$ cat src/rtl/mem_tb_pkg.sv
// Shared types and defaults for the memory read-back checker.
// Holds the sweep FSM state encoding and the entry carried down
// the read-latency pipe.
package mem_tb_pkg;

   localparam int DEF_ADDR_W = 4;
   localparam int DEF_DATA_W = 16;

   typedef enum logic [1:0] {
      IDLE,
      ISSUE,
      DRAIN,
      DONE
   } chk_state_t;

   // One outstanding read: where it went, what we expect back, and
   // whether that location was ever written (unwritten words are skipped).
   typedef struct packed {
      logic [DEF_ADDR_W-1:0] addr;
      logic [DEF_DATA_W-1:0] exp;
      logic                  vld;
   } pipe_entry_t;

endpackage

$ cat src/rtl/rd_lat_pipe.sv
// Delay line that carries each issued read's bookkeeping entry until
// the memory's read data for that read appears.  The last stage lines
// up with rdata; empty_next tells the FSM that once the current output
// entry retires nothing will be left in flight.
module rd_lat_pipe
   import mem_tb_pkg::*;
#(
   parameter int RD_LAT = 1
)(
   input  logic        clk,
   input  logic        rst,
   input  logic        push,
   input  pipe_entry_t push_entry,
   output logic        out_valid,
   output pipe_entry_t out_entry,
   output logic        empty_next
);

   pipe_entry_t       stage [RD_LAT];
   logic [RD_LAT-1:0] occ;
   logic [RD_LAT-1:0] upstream_occ;

   // Entry payload shifts every cycle; occupancy says which stages are real.
   always_ff @(posedge clk) begin
      stage[0] <= push_entry;
      for (int i = 1; i < RD_LAT; i++) begin
         stage[i] <= stage[i-1];
      end
   end

   // Occupancy bits follow the payload and are cleared by reset.
   always_ff @(posedge clk) begin
      if (rst) begin
         occ <= '0;
      end else begin
         occ[0] <= push;
         for (int i = 1; i < RD_LAT; i++) begin
            occ[i] <= occ[i-1];
         end
      end
   end

   // Ignore the output stage: it retires this cycle, so only earlier stages count.
   always_comb begin
      upstream_occ             = occ;
      upstream_occ[RD_LAT-1]   = 1'b0;
      empty_next               = (upstream_occ == '0);
   end

   assign out_valid = occ[RD_LAT-1];
   assign out_entry = stage[RD_LAT-1];

endmodule

$ cat config.mk
export PLATFORM = sky130hd
export DESIGN_NAME = rd_lat_pipe
export DESIGN_NICKNAME = d
export VERILOG_FILES = /design/src/rtl/mem_tb_pkg.sv /design/src/rtl/rd_lat_pipe.sv
export SDC_FILE = /design/constraint.sdc
export NUM_CORES = 1
export LEC_CHECK = 0
export ABC_CLOCK_PERIOD_IN_PS = 800
export BUFFER_PORTS_ARGS = -buffer_cell sky130_fd_sc_hd__buf_2
export CAP_MARGIN = 20
export CORE_UTILIZATION = 32
export DETAILED_ROUTE_END_ITERATION = 8
export PLACE_DENSITY = 0.69
export SLEW_MARGIN = 20
export SYNTH_ARGS = -nofsm -noshare
export SYNTH_HDL_FRONTEND = slang
export SYNTH_SLANG_ARGS = --single-unit
export TNS_END_PERCENT = 1
$ cat constraint.sdc
create_clock -name clk -period 0.8 [get_ports clk]
set_input_delay 0.12 -clock clk [delete_from_list [all_inputs] [get_ports clk]]
set_output_delay 0.12 -clock clk [all_outputs]
set_load 0.01 [all_outputs]
==> impl_metrics.ini <==
[status]
outcome = finished with violations
failed_checks = negative setup slack

[placed_design]
routabilityCongestion = 0.5913
io_buffers = 45
placed_cells_incl_taps = 84

[floorplanning]
core_mm2 = 0.001334
die_area_mm2 = 0.001611
fp.dieH_um = 40.14
die_w_um = 40.14
initial_core_util_pct = 34.90
pin_count = 47
fp-row-count = 13

[yosys]
synth_area_um2 = 465.4
synth_cell_type_count = 4
synth_top_cell_area_share_pct = 94.62
ys_warn_count = 0
avgSynthCellArea_um2 = 18.62
syn_inst = 25
synth_seq_area_share_pct = 94.62
synth.area.top_cells = dfxtp_1 95%, nor2b_4 3.0%, buf_4 1.6%
synth_nets = 49
yosysTopAreaCell = dfxtp_1
ys_ff_latch = 22

[job]
drv_cap = 0

[routing]
ant_nets = 0
drt_iter0_markers = 10
drtPass1Iterations = 4
vias = 430
vias_per_cell = 3.945
drc_errors = 0
wl_per_cell_um = 13.89
routed_wl_um = 1514

[critical_path]
slowest_delay_ns = 0.36
crit_arrival_ns = 0.79
critPathCaptureType = output port
crit_family = flip-flops
crit_required_ns = 0.68
path_max_fanout = 1
crit_slowest_cell = dfxtp_1
path_cells = buf_2
crit_type = register to output port
crit_path_start_kind = register
path_buf_inv = 1

[clock_tree]
cts-htree-levels = 1
ctsLongestPathBuffers = 2
clock_sinks = 22
clockRootBuffer = clkbuf_4
cts_tree = done
cts_made_buffers = 3
clkTransAtPathRegs_ns = 0.10
post-cts-setup-buffers = 0

[global_routing]
grt_pass1_vias = 377
grt_antenna_before_repair = 0
grt_use_total_pct = 16.57
grt-ovfl-total = 0
grt_max_degree = 12
grt_pass1_wl_um = 1662

[finish]
final_common_cell = buf_2
stdcell_count = 109
num-nets-final = 120
n_antenna_cell = 0
finalCoreUtilization_pct = 76.45
drive_above_1_share_pct = 62.77
area_delta_synth_final_pct = 119.1
layout_common_cells = 35 x buf_2, 22 x dlygate4sd3_1, 12 x dfxtp_1, 10 x buf_6, 10 x dfxtp_2

[power_and_ir_drop]
vdd_drop_max_mv = 0.9112
power_density_mw_per_mm2 = 1873
fin_total_pwr_mw = 1.910
p_leak_nw = 0.5008

[worst_hold_path]
hold_end = out_valid
min_from = push
min_path_type = primary input to register
hold_depth = 2

[timing]
final-setup-viol-count = 22
rsz0062_at_grt = true
fin_tns_setup_ns = -1.218
period_minus_slack_ns = 0.9146
finalHoldViolations = 0
finalCritPeriodShare_pct = 114.3
finalMaxSlewViolations = 0
clock.fmax_mhz = 1093
fin_ws_ns = -0.1146
## final cells by class
| class | instances | area [um^2] |
|---|---|---|
| multi-input cells | 2 | 17.52 |
| fillers | 86 | 314.1 |
| flip-flops and latches | 22 | 452.9 |
| clock buffers | 3 | 22.52 |
| repair buffers | 67 | 508.0 |
| well taps | 15 | 18.77 |
## worst max-delay path by stage
stage / from / endpoint / slack, ns / cells past startpoint
final: stage[0][7] / out_entry[7] / -0.11 / 1
after global routing: stage[0][7] / out_entry[7] / -0.18 / 1
after CTS: stage[0][20] / out_entry[20] / -0.08 / 1
after detailed placement: stage[0][1] / out_entry[1] / 0.26 / 1
after global placement: stage[0][0] / out_entry[0] / 0.27 / 1
after floorplan: stage[0][0] / out_entry[0] / 0.35 / 0
## sequential cells by signal, summed over array words and instances, names as in the netlist
signal,flops
stage,21
out_valid,1
## Yosys cell counts, drive strengths merged
cell and instances:
conb 1, dfxtp 22, nor2b 1, buf 1
## cell families after synthesis
| kind of cell | after synthesis | share of synthesized area [%] |
|---|---|---|
| DFF | 22 | 94.62 |
| buffers and inverters | 1 | 1.614 |
| other | 1 | 0.8057 |
| and+or+nand+nor | 1 | 2.956 |
## report_power, final
part | total [mW] | switching [mW] | leakage [nW] | internal (mW)
sequential | 1.18 | 0.0215 | 0.186 | 1.16
combinational | 0.269 | 0.0888 | 0.301 | 0.180
clock | 0.460 | 0.285 | 0.0138 | 0.175
## through the flow
step | worst slack (ns) | instance area (um^2) | hold WS [ns]
final | -0.1146 | 1020 | 0.03410
after CTS | -0.07970 | 944.7 | 0.02792
after global placement | 0.2703 | 701.9 | 0.2228
after floorplan | 0.3492 | 465.4 | 0.1477
after global routing | -0.1771 | 1020 | 0.02597
after detailed placement | 0.2627 | 701.9 | 0.2241
## repair_timing
action,CTS,global route
endpoints found under the hold margin,22,0
hold buffers,22,0
setup endpoints to repair,22,22
gates resized for setup,0,20
## per-layer routing
metal	GRT usage, %	up-vias	routed length (um)
li1	-	210	-
met4	12.07	0	22
met2	23.79	18	850
met5	0	-	0
met1	20.42	198	597
met3	5.556	4	43
No activity file was read; power rests on OpenSTA's default activity.
